--- src/rtl/display_bcd_driver.sv ---
// Sequential double-dabble binary-to-BCD converter driving tens/units/minus seven-segment digits.
// Result lands WIDTH+1 clocks after an accepted start; start is ignored while busy (no queueing).
module display_bcd_driver #(
   parameter int WIDTH          = 6,
   parameter bit SEG_ACTIVE_LOW = 1'b1
) (
   input  logic             clk,
   input  logic             rst_n,
   input  logic [WIDTH-1:0] mag,
   input  logic             sign,
   input  logic             start,
   output logic [6:0]       hex_tens,
   output logic [6:0]       hex_units,
   output logic [6:0]       hex_sign,
   output logic             busy,
   output logic             done
);

   typedef enum logic [1:0] {
      IDLE  = 2'd0,
      SHIFT = 2'd1,
      LOAD  = 2'd2
   } state_t;

   // XOR mask that turns active-high patterns into board polarity; also the blank code.
   localparam logic [6:0] SEG_INV  = SEG_ACTIVE_LOW ? 7'h7F : 7'h00;
   localparam logic [6:0] SEG_G    = 7'h40;
   localparam logic [2:0] CNT_INIT = 3'(WIDTH);

   state_t           state;
   state_t           state_next;
   logic [WIDTH-1:0] shift_reg;
   logic [7:0]       bcd;
   logic [2:0]       cnt;
   logic             sign_q;

   logic             capture;
   logic             step;
   logic             load;
   logic [3:0]       units_adj;
   logic [3:0]       tens_adj;
   logic [7:0]       bcd_shifted;

   function automatic logic [6:0] seg_of(input logic [3:0] digit);
      logic [6:0] seg;
      case (digit)
         4'd0:    seg = 7'h3F;
         4'd1:    seg = 7'h06;
         4'd2:    seg = 7'h5B;
         4'd3:    seg = 7'h4F;
         4'd4:    seg = 7'h66;
         4'd5:    seg = 7'h6D;
         4'd6:    seg = 7'h7D;
         4'd7:    seg = 7'h07;
         4'd8:    seg = 7'h7F;
         4'd9:    seg = 7'h6F;
         default: seg = 7'h00;
      endcase
      return seg;
   endfunction

   // State register
   always_ff @(posedge clk or negedge rst_n) begin
      if (!rst_n) begin
         state <= IDLE;
      end else begin
         state <= state_next;
      end
   end

   // Next-state logic
   always_comb begin
      state_next = state;
      case (state)
         IDLE:    if (start) state_next = SHIFT;
         SHIFT:   if (cnt == 3'd1) state_next = LOAD;
         LOAD:    state_next = IDLE;
         default: state_next = IDLE;
      endcase
   end

   // Output / control decode
   always_comb begin
      busy    = 1'b0;
      capture = 1'b0;
      step    = 1'b0;
      load    = 1'b0;
      case (state)
         IDLE:    capture = start;
         SHIFT: begin
            busy = 1'b1;
            step = 1'b1;
         end
         LOAD: begin
            busy = 1'b1;
            load = 1'b1;
         end
         default: busy = 1'b0;
      endcase
   end

   // Both nibbles are corrected from the same pre-shift value before the joint shift.
   always_comb begin
      units_adj   = (bcd[3:0] >= 4'd5) ? bcd[3:0] + 4'd3 : bcd[3:0];
      tens_adj    = (bcd[7:4] >= 4'd5) ? bcd[7:4] + 4'd3 : bcd[7:4];
      bcd_shifted = {tens_adj[2:0], units_adj, shift_reg[WIDTH-1]};
   end

   // Conversion datapath
   always_ff @(posedge clk or negedge rst_n) begin
      if (!rst_n) begin
         shift_reg <= '0;
         bcd       <= 8'h00;
         cnt       <= 3'd0;
         sign_q    <= 1'b0;
      end else if (capture) begin
         shift_reg <= mag;
         sign_q    <= sign;
         bcd       <= 8'h00;
         cnt       <= CNT_INIT;
      end else if (step) begin
         shift_reg <= shift_reg << 1;
         bcd       <= bcd_shifted;
         cnt       <= cnt - 3'd1;
      end
   end

   // Display registers only move on the LOAD edge so the digits never flicker mid-conversion.
   always_ff @(posedge clk or negedge rst_n) begin
      if (!rst_n) begin
         hex_tens  <= SEG_INV;
         hex_units <= SEG_INV;
         hex_sign  <= SEG_INV;
         done      <= 1'b0;
      end else begin
         done <= load;
         if (load) begin
            hex_tens  <= (bcd[7:4] == 4'd0) ? SEG_INV : (seg_of(bcd[7:4]) ^ SEG_INV);
            hex_units <= seg_of(bcd[3:0]) ^ SEG_INV;
            hex_sign  <= (sign_q && (bcd != 8'h00)) ? (SEG_G ^ SEG_INV) : SEG_INV;
         end
      end
   end

endmodule

--- config.mk ---
export PLATFORM = sky130hd
export DESIGN_NAME = display_bcd_driver
export DESIGN_NICKNAME = d
export VERILOG_FILES = /design/src/rtl/display_bcd_driver.sv
export SDC_FILE = /design/constraint.sdc
export NUM_CORES = 1
export LEC_CHECK = 0
export CORE_UTILIZATION = 45
export CTS_BUF_LIST = sky130_fd_sc_hd__clkbuf_8
export CTS_CLUSTER_DIAMETER = 50
export DETAILED_ROUTE_END_ITERATION = 10
export GPL_TIMING_DRIVEN = 0
export HOLD_SLACK_MARGIN = 0.02
export PLACE_DENSITY = 0.72
export SLEW_MARGIN = 20
export SYNTH_ARGS = -nofsm -noshare
export SYNTH_HDL_FRONTEND = slang
export SYNTH_SLANG_ARGS = --single-unit
--- constraint.sdc ---
create_clock -name clk -period 1.5 [get_ports clk]
set_clock_uncertainty 0.1 [all_clocks]
set_input_delay 0.3 -clock clk [delete_from_list [all_inputs] [get_ports clk]]
set_output_delay 0.3 -clock clk [all_outputs]
set_load 0.005 [all_outputs]
==> results of run 1 <==
==> routing by layer <==
metal	GRT usage, %	vias to the layer above	share of wire [%]
li1	-	825	-
met1	26.06	804	46
met2	33.23	45	49
met3	4.797	4	4.0
met4	6.803	0	0.86
met5	0	-	0
==> through the flow <==
| step | hold WS [ns] | total power [µW] |
|---|---|---|
| 3_5_place_dp | 0.1125 | 4248 |
| 6_report | 0.3358 | 5866 |
| 2_1_floorplan | -0.09559 | 3389 |
| 3_3_place_gp | 0.3247 | 4157 |
| 5_1_grt | 0.3666 | 6309 |
| 4_1_cts | 0.3301 | 5450 |
==> cell families (layout without fill, tap and decap cells) <==
kind of cell / count (synthesis) / after routing / share of synthesized area [%]
buffers and inverters: 37 / 91 / 8.501
XOR/XNOR: 3 / 3 / 1.285
flip-flops: 36 / 36 / 44.95
other: 1 / 6 / 0.1833
adder cells (fa/ha/maj): 19 / 19 / 11.62
AO/OA/AOI/OAI: 51 / 51 / 15.05
multiplexers: 9 / 9 / 4.465
AND/OR/NAND/NOR: 58 / 58 / 13.94
==> placed cells by master, fill, tap and decap left out, types with 2 or more instances in the layout <==
cell,count
nand3b_1,3
nand2_1,22
o221ai_1,2
buf_2,3
clkbuf_2,2
xnor2_1,3
ha_1,10
ha_4,8
clkdlybuf4s50_1,8
clkbuf_8,6
buf_6,3
conb_1,6
a21oi_2,2
o211ai_1,3
nand3_1,2
dfstp_2,15
nand2b_1,3
and3_1,2
nor2_1,9
a21o_1,2
inv_4,3
nor3_2,2
o21ai_2,2
dfrtp_2,4
inv_1,17
dlygate4sd2_1,15
dfrtp_1,17
nand2b_4,3
o21ai_1,2
a21oi_1,5
mux2i_1,8
clkbuf_4,2
a21oi_4,2
buf_8,2
buf_4,22
inv_2,2
o22a_1,5
o21ai_0,21
==> timing repair <==
| item | in CTS | in global routing |
|---|---|---|
| gates cloned | 1 | 1 |
| pin swaps | 7 | 8 |
| gates resized for setup | 56 | 32 |
| buffers inserted | 15 | 2 |
| hold buffers | 1 | 0 |
| hold endpoints to repair | 6 | 0 |
| endpoints found under the setup margin | 42 | 26 |
==> final cells by class <==
cell class	count	area share [%]
flip-flops and latches	36	31.58
repair buffers	47	15.43
well taps	52	2.222
clock inverters	2	0.2564
plain buffers	15	4.231
clock buffers	6	2.821
inverters	21	3.120
multi-input cells	146	40.34
==> worst min path at each step <==
| stage | cells after the start | endpoint | start | slack [ns] |
|---|---|---|---|---|
| after floorplan | 0 | bcd[0] | rst_n | -0.1 |
| after global placement | 1 | hex_sign[6] | sign_q | 0.32 |
| after detailed placement | 1 | bcd[6] | rst_n | 0.11 |
| after CTS | 1 | hex_sign[6] | sign_q | 0.33 |
| after global routing | 2 | bcd[6] | rst_n | 0.37 |
| final | 2 | shift_reg[0] | rst_n | 0.34 |
==> power breakdown <==
group	leakage (µW)	internal (µW)	switching (µW)
Combinational	0.000853	1710	1660
Sequential	0.000415	1510	277
Clock	0.0000538	361	351
Total	0.00132	3580	2290
==> worst max-delay path, cell delays in order (launching register included) <==
cell	delay [ns]
dfrtp_2	0.41
buf_6	0.13
ha_4	0.12
nand2b_4	0.12
a21oi_4	0.06
or4b_4	0.49
nand3_2	0.07
==> reports/qor.yml, run 1 <==
clock-sinks: 36
synth_top_area_share_pct: 25.69
synth_area_leaders: "dfrtp_1, dfstp_2, ha_1"
synth_edf_count: 0
regMostFlops: "bcd"
preCtsSetupSlack_ns: -0.3413
crit_end: "bcd[6]"
place_congestion: 0.7993
die_area_um2: 4820
grt_pass1_wl_mm: 7.693
status: "finished with violations"
final_core_utilization_pct: 67.24
syn-cell-area_um2: 2046
io_buffer_count: 26
htree_num_levels: 2
synth_seq_cells: 36
end_kind: "flip-flop"
drive_gt1_share_pct: 35.16
setup_viol: 4
cts.path.max_buffers: 2
dp.cells: 298
drt_iter0_markers: 145
crit_start: "bcd[4]"
synthArstFlopShare_pct: 100.0
irDropWorstVdd_uv: 984.3
multi_input_area_um2: 1181
seq_area_um2: 924.6
die_h_um: 69.43
cts_made_buffers: 5
cts_root_buffer: "clkbuf_8"
initial_core_util_pct: 46.98
antenna_found_initial: 0
grt_max_degree: 26
vias: 1678
yosysWarnings: 0
setup_tns_ns: -0.1012
synthTopCellsByCount: "o21ai_0, nand2_1, dfrtp_1, inv_1, ha_1"
report.final.slew_viol_count: 0
crit_required_ns: 1.63
gr-usage-all-layers_pct: 20.19
antenna_cells: 0
post-route-period-util_pct: 104.2
rsz0062_at_grt: "yes"
synth_cells: 214
yosysMostFrequentCell: "o21ai_0"
fmax_mhz: 640.1
seq_area_frac_synth_pct: 44.95
ys.flop_type: "dfrtp_1"
fin_nets: 301
min_path_type: "primary input to asynchronous set/reset pin"
overflow: 0
num_rows: 24
finalWorstSetupSlack_ns: -0.06228
die_w_um: 69.43
critPathKind: "flip-flop to flip-flop"
core_area_um2: 4354
routed_via_density: 5.163
grt_pass1_vias: 1605
r2r_slack_ns: -0.06
stdcell_area_um2: 2928
io_pins: 33
cap_violations: 0
ys_types: 37
routed_wirelength_mm: 4.649
reg2reg_depth: 6
r2r_end: "bcd[6]"
syn_avg_cell_area_um2: 9.559
largest_registers: "bcd: 8 flops, hex_tens: 7 flops, hex_units: 7 flops"
wl_per_cell_um: 14.30
fin_crit_ns: 1.562
dpl.hpwl_mm: 2.761
tritoncts: "yes"
path_max_fanout: 4
clkTransAtPathRegs_ns: 0.07
antenna_left: 0
area.growth.synth_to_final_pct: 43.12
hold_viol_final: 0
arrival_ns: 1.69
drc: 0
clock_latency_ns: 0.29
n_fill_cell: 334
rr_startpoint: "bcd[4]"
drt_first_pass_iters: 4
cellPowerDensity_nw_per_um2: 2004
largest_register_ffs: 8
yosys.area.top_type: "dfrtp_1"
dpl_cell_area_um2: 2436
start_kind: "flip-flop"
failed_checks: "setup timing"
leakagePower_uw: 0.001321
layoutNonFillerInstCount: 325
Power figures use the tool's default switching activity.
==> run 2: changes to the inputs <==
--- a/config.mk
+++ b/config.mk
@@ -5,13 +5,14 @@
 export SDC_FILE = /design/constraint.sdc
 export NUM_CORES = 1
 export LEC_CHECK = 0
+export ABC_CLOCK_PERIOD_IN_PS = 1600
 export CORE_UTILIZATION = 45
 export CTS_BUF_LIST = sky130_fd_sc_hd__clkbuf_8
 export CTS_CLUSTER_DIAMETER = 50
 export DETAILED_ROUTE_END_ITERATION = 10
 export GPL_TIMING_DRIVEN = 0
 export HOLD_SLACK_MARGIN = 0.02
-export PLACE_DENSITY = 0.72
+export PLACE_DENSITY = 0.69
 export SLEW_MARGIN = 20
 export SYNTH_ARGS = -nofsm -noshare
 export SYNTH_HDL_FRONTEND = slang
==> constraint.sdc (replaced) <==
create_clock -name clk -period 1.6 [get_ports clk]
set_clock_uncertainty 0.1 [all_clocks]
set_input_delay 0.32 -clock clk [delete_from_list [all_inputs] [get_ports clk]]
set_output_delay 0.32 -clock clk [all_outputs]
set_load 0.005 [all_outputs]
==> reports/qor.yml, run 2 (synthesized netlist as in run 1, its figures left out) <==
status: "finished with violations"  # unchanged
failed_checks: "setup timing"  # unchanged
die_h_um: 69.43  # unchanged
p_switching_uw: 1899  # was 2286 µW
routed_via_density: 5.031  # was 5.163
cts_root_buffer: "clkbuf_8"  # unchanged
fmax_mhz: 619.3  # was 640.1 MHz
fin_nets: 302  # was 301
htree_num_levels: 2  # unchanged
pwr-share-comb_pct: 53.6  # was 57.3%
largest_registers: "bcd: 8 flops, hex_tens: 7 flops, hex_units: 7 flops"  # unchanged
place_congestion: 0.8184  # was 0.7993
clkTransAtPathRegs_ns: 0.07  # about the same
grt_max_degree: 21  # was 26
critPathKind: "flip-flop to flip-flop"  # unchanged
layoutNonFillerInstCount: 326  # was 325
cts_made_buffers: 5  # unchanged
path_cells: "inv_2 > ha_4 > and2_4 > buf_6 > or4b_1 > nand3_1"  # was buf_6 > ha_4 > nand2b_4 > a21oi_4 > or4b_4 > nand3_2
drt_first_pass_iters: 4  # unchanged
antenna_found_initial: 0  # unchanged
switching_share_pct: 38.00  # was 38.97%
grt_pass1_vias: 1581  # was 1605
path_max_fanout: 4  # unchanged
clock-sinks: 36  # unchanged
pwr-share-clk_pct: 13.3  # was 12.1%
dp.cells: 298  # unchanged
num_rows: 24  # unchanged
min_path_type: "flip-flop to flip-flop"  # was primary input to asynchronous set/reset pin
critPathMaxStageDelay_ns: 0.51  # was 0.49 ns
core_area_um2: 4354  # unchanged
drt_iter0_markers: 95  # was 145
gr-usage-all-layers_pct: 19.01  # was 20.19%
leakagePower_uw: 0.001270  # was 0.001321 µW
drc: 0  # unchanged
cp_num_buf_inv: 2  # was 1
crit_family: "simple AND/OR/NAND/NOR gates"  # unchanged
tritoncts: "yes"  # unchanged
largest_register_ffs: 8  # unchanged
io_buffer_count: 26  # unchanged
finalWorstSetupSlack_ns: -0.01460  # was -0.06228 ns
antenna_left: 0  # unchanged
hold_viol_final: 0  # unchanged
p_int_uw: 3097  # was 3580 µW
most-common-layout-cells: "o21ai_0, buf_4, nand2_1"  # was nand2_1, buf_4, o21ai_0
overflow: 0  # unchanged
final_common_cell: "o21ai_0"
dpl.hpwl_mm: 2.688  # was 2.761 mm
start_kind: "flip-flop"  # unchanged
arrival_ns: 1.74  # was 1.69 ns
setup_viol: 1  # was 4
clock_latency_ns: 0.29  # about the same
timing.hold.ws_ns: 0.3671  # was 0.3358 ns
seq_power_share_pct: 33.1  # was 30.5%
setup_tns_ns: -0.01460  # was -0.1012 ns
report.final.slew_viol_count: 0  # unchanged
die_area_um2: 4820  # unchanged
wl_per_cell_um: 12.80  # was 14.30 µm
die_w_um: 69.43  # unchanged
end_kind: "flip-flop"  # unchanged
cellPowerDensity_nw_per_um2: 1827  # was 2004 nW/µm²
area.growth.synth_to_final_pct: 33.70  # was 43.12%
crit_required_ns: 1.73  # was 1.63 ns
cts.path.max_buffers: 2  # unchanged
initial_core_util_pct: 46.98  # unchanged
cap_violations: 0  # unchanged
io_pins: 33  # unchanged
antenna_cells: 0  # unchanged
critPathSlowestCell: "or4b_1"  # was or4b_4
power_uw: 4996  # was 5866 µW
vias: 1640  # was 1678
routed_wirelength_mm: 4.173  # was 4.649 mm
grt_pass1_wl_mm: 7.265  # was 7.693 mm
irDropWorstVdd_uv: 927.6  # was 984.3 µV
regMostFlops: "bcd"  # unchanged
fin_crit_ns: 1.615  # was 1.562 ns
post-route-period-util_pct: 100.9  # was 104.2%
drive_gt1_share_pct: 28.83  # was 35.16%
rsz0062_at_grt: "yes"  # unchanged
-- run 2: path summary, 6_finish.rpt --
check / startpoint / endpoint / slack, ns / cells past startpoint
setup / recovery: state[0] / bcd[6] / -0.01 / 6
hold / removal: hex_units[2] / hex_units[2] / 0.37 / 2
setup reg to reg: state[0] / bcd[6] / -0.01 / 6
hold reg to reg: hex_units[2] / hex_units[2] / 0.37 / 2
max in group asynchronous: rst_n / hex_tens[6] / 0.49 / 3
min in group asynchronous: rst_n / bcd[3] / 0.39 / 2
-- run 2: layout make-up --
class,instances,area [µm²]
Inverter,21,83.83
Clock buffer,6,82.58
Sequential cell,36,922.1
Tap cell,52,65.06
Fill cell,381,1619
Timing Repair Buffer,47,409.1
Multi-Input combinational cell,146,1047
Buffer,16,117.6
Clock inverter,2,7.507
-- run 2: per-stage QoR --
stage	instance area, µm²	utilization (%)	worst slack, ns
floorplan	2068	-	-0.0002682
global placement	2394	54.97	-0.6871
detailed placement	2416	55.49	-0.2879
CTS	2592	59.54	-0.003255
global route	2735	62.82	-0.06744
finish	2735	62.82	-0.01460
-- run 2: routing by layer --
layer	track usage (%)	routed length [µm]
met5	0	0
met4	6.803	59
met3	4.797	128
met2	30.53	1995
met1	24.84	1989
-- run 2: tightest hold or removal path, delay by kind of cell (launching register included) --
| family | cells | cell delay, ns |
|---|---|---|
| flip-flops | 1 | 0.37 |
| AO/OA/AOI/OAI | 1 | 0.06 |
| buffers and inverters | 1 | 0.04 |
-- run 2: power by group through the flow --
stage / clock [µW] / sequential (µW) / combinational (µW)
3_3_place_gp: 0 / 1680 / 2170
5_1_grt: 727 / 1710 / 3040
3_5_place_dp: 0 / 1700 / 2220
4_1_cts: 687 / 1660 / 2340
2_1_floorplan: 0 / 1660 / 1470
6_report: 662 / 1660 / 2680
-- run 2: repair_timing --
action / 4_1_cts / 5_1_grt
endpoints found under the setup margin: 37 / 20
pin swaps: 0 / 7
gates resized for setup: 32 / 21
hold endpoints to repair: 6 / 0
hold buffers: 1 / 0
gates cloned: 0 / 1
buffers inserted: 9 / 9
==> run 3: changes to the inputs <==
--- a/config.mk
+++ b/config.mk
@@ -5,14 +5,15 @@
 export SDC_FILE = /design/constraint.sdc
 export NUM_CORES = 1
 export LEC_CHECK = 0
-export ABC_CLOCK_PERIOD_IN_PS = 1600
+export ABC_CLOCK_PERIOD_IN_PS = 1310
+export CORE_MARGIN = 1
 export CORE_UTILIZATION = 45
 export CTS_BUF_LIST = sky130_fd_sc_hd__clkbuf_8
 export CTS_CLUSTER_DIAMETER = 50
 export DETAILED_ROUTE_END_ITERATION = 10
 export GPL_TIMING_DRIVEN = 0
 export HOLD_SLACK_MARGIN = 0.02
-export PLACE_DENSITY = 0.69
+export PLACE_DENSITY = 0.72
 export SLEW_MARGIN = 20
 export SYNTH_ARGS = -nofsm -noshare
 export SYNTH_HDL_FRONTEND = slang
==> constraint.sdc (replaced) <==
create_clock -name clk -period 1.31 [get_ports clk]
set_clock_uncertainty 0.1 [all_clocks]
set_input_delay 0.262 -clock clk [delete_from_list [all_inputs] [get_ports clk]]
set_output_delay 0.262 -clock clk [all_outputs]
set_load 0.005 [all_outputs]
==> reports/qor.yml, run 3 (synthesized netlist as in run 1, its figures left out) <==
status: "finished with violations"  # unchanged
failed_checks: "setup timing"  # unchanged
r2r_slack_ns: -0.30  # was -0.01 ns
path_cells: "clkinv_4 > ha_4 > nand2b_4 > a21oi_4 > or4b_1 > nand3_1"  # was inv_2 > ha_4 > and2_4 > buf_6 > or4b_1 > nand3_1
fin_crit_ns: 1.609  # was 1.615 ns
crit_required_ns: 1.45  # was 1.73 ns
hold_viol_final: 0  # unchanged
n_fill_cell: 264  # was 381
grt_pass1_vias: 1641  # was 1581
irDropWorstVdd_uv: 1219  # was 927.6 µV
regMostFlops: "bcd"  # unchanged
drc: 0  # unchanged
post-route-period-util_pct: 122.8  # was 100.9%
critPathSlowestCell: "or4b_1"  # unchanged
rsz0062_at_grt: "yes"  # unchanged
largest_registers: "bcd: 8 flops, hex_tens: 7 flops, hex_units: 7 flops"  # unchanged
finalWorstSetupSlack_ns: -0.2993  # was -0.01460 ns
clock-sinks: 36  # unchanged
drive_gt1_share_pct: 51.70  # was 28.83%
fin_nets: 322  # was 302
cellPowerDensity_nw_per_um2: 2446  # was 1827 nW/µm²
gr-usage-all-layers_pct: 21.04  # was 19.01%
arrival_ns: 1.75  # was 1.74 ns
dpl_cell_area_um2: 2521  # was 2416 µm²
path_max_fanout: 5  # was 4
clock_latency_ns: 0.30  # was 0.29 ns
report.final.slew_viol_count: 0  # unchanged
initial_core_util_pct: 46.98  # unchanged
most-common-layout-cells: "buf_4, buf_6, nand2_1"  # was o21ai_0, buf_4, nand2_1
die_w_um: 69.43  # unchanged
drt_iter0_markers: 102  # was 95
leakagePower_uw: 0.001457  # was 0.001270 µW
end_kind: "flip-flop"  # unchanged
power_uw: 8161  # was 4996 µW
critPathMaxStageDelay_ns: 0.48  # was 0.51 ns
cts_root_buffer: "clkbuf_8"  # unchanged
die_area_um2: 4820  # unchanged
antenna_left: 0  # unchanged
fmax_mhz: 621.4  # was 619.3 MHz
setup_viol: 33  # was 1
antenna_cells: 0  # unchanged
critPathKind: "flip-flop to flip-flop"  # unchanged
wl_per_cell_um: 16.90  # was 12.80 µm
timing.hold.ws_ns: 0.2321  # was 0.3671 ns
cts_made_buffers: 5  # unchanged
dpl.hpwl_mm: 2.760  # was 2.688 mm
min_path_type: "primary input to asynchronous set/reset pin"  # was flip-flop to flip-flop
final_common_cell: "buf_4"  # was o21ai_0
rr_startpoint: "bcd[5]"  # was state[0]
start_kind: "flip-flop"  # unchanged
routed_wirelength_mm: 5.846  # was 4.173 mm
num_rows: 24  # unchanged
largest_register_ffs: 8  # unchanged
clkTransAtPathRegs_ns: 0.08  # was 0.07 ns
tritoncts: "yes"  # unchanged
io_buffer_count: 26  # unchanged
die_h_um: 69.43  # unchanged
overflow: 0  # unchanged
cap_violations: 0  # unchanged
core_area_um2: 4354  # unchanged
cts.path.max_buffers: 2  # unchanged
grt_pass1_wl_mm: 7.928  # was 7.265 mm
drt_first_pass_iters: 4  # unchanged
io_pins: 33  # unchanged
place_congestion: 0.8329  # was 0.8184
routed_via_density: 5.295  # was 5.031
antenna_found_initial: 0  # unchanged
grt_max_degree: 31  # was 21
r2r_end: "bcd[6]"  # unchanged
vias: 1832  # was 1640
htree_num_levels: 2  # unchanged
area.growth.synth_to_final_pct: 63.12  # was 33.70%
stdcell_area_um2: 3337  # was 2735 µm²
reg2reg_depth: 6  # unchanged
[run 3: changes by cell type in the layout (fill, tap and decap cells not counted), sizes merged]
cell           previous run  this run
clkdlybuf4s50             9         8
clkinv                    0         2
dlygate4sd2              15         1
inv                      23        21
clkbuf                   12        10
buf                      32        69
[run 3: worst max path at each step]
stage	from	endpoint	slack, ns	cells after the start
global route	bcd[0]	bcd[2]	-0.35	7
CTS	bcd[5]	bcd[6]	-0.24	6
global placement	rst_n	bcd[0]	-1.04	1
floorplan	state[0]	bcd[6]	-0.25	6
finish	bcd[5]	bcd[6]	-0.30	6
detailed placement	start	bcd[6]	-0.44	5
[run 3: cell type report]
cell class	instances	area (µm²)	share of cell area, %
Clock buffer	6	82.58	2.475
Clock inverter	2	7.507	0.2250
Sequential cell	36	924.6	27.71
Multi-Input combinational cell	146	1341	40.20
Buffer	15	153.9	4.612
Tap cell	52	65.06	1.950
Inverter	21	98.84	2.962
Timing Repair Buffer	68	663.1	19.87
[run 3: what timing repair did]
item	CTS	global route
resized for setup	114	75
hold endpoints to repair	21	0
hold buffers	1	0
gates cloned	3	2
endpoints found under the setup margin	52	50
setup buffers	17	22
pin swaps	18	29
[run 3: metrics by stage]
stage | setup slack [ns] | setup TNS, ns | utilization [%] | cells
6_report | -0.2993 | -4.094 | 76.64 | 346
5_1_grt | -0.3523 | -6.187 | 76.64 | 346
4_1_cts | -0.2422 | -4.040 | 65.37 | 325
3_5_place_dp | -0.4428 | -7.487 | 57.90 | 298
3_3_place_gp | -1.038 | -34.46 | 57.56 | 297
2_1_floorplan | -0.2470 | -0.9742 | - | 219
[run 3: metal layers]
metal | global-route usage [%] | up-vias | part of all wire, %
met4 | 8.390 | 0 | 1.5
met5 | 0 | - | 0
met3 | 5.087 | 8 | 4.4
met2 | 35.06 | 61 | 52
met1 | 26.18 | 892 | 42
li1 | - | 871 | -
[run 3: report_power, final]
part / leakage, µW / total [µW] / internal [µW] / switching (µW)
Sequential: 0.000415 / 2090 / 1730 / 359
Clock: 0.0000538 / 852 / 414 / 438
Combinational: 0.000988 / 5220 / 2780 / 2440
Total: 0.00146 / 8160 / 4920 / 3240
[run 3: critical path, delay by kind of cell (launching register included)]
kind                     cells  cell delay, ns
AO/OA/AOI/OAI                1            0.06
adder cells (fa/ha/maj)      1            0.20
flip-flops                   1            0.42
buffers and inverters        1            0.11
AND/OR/NAND/NOR              3            0.65
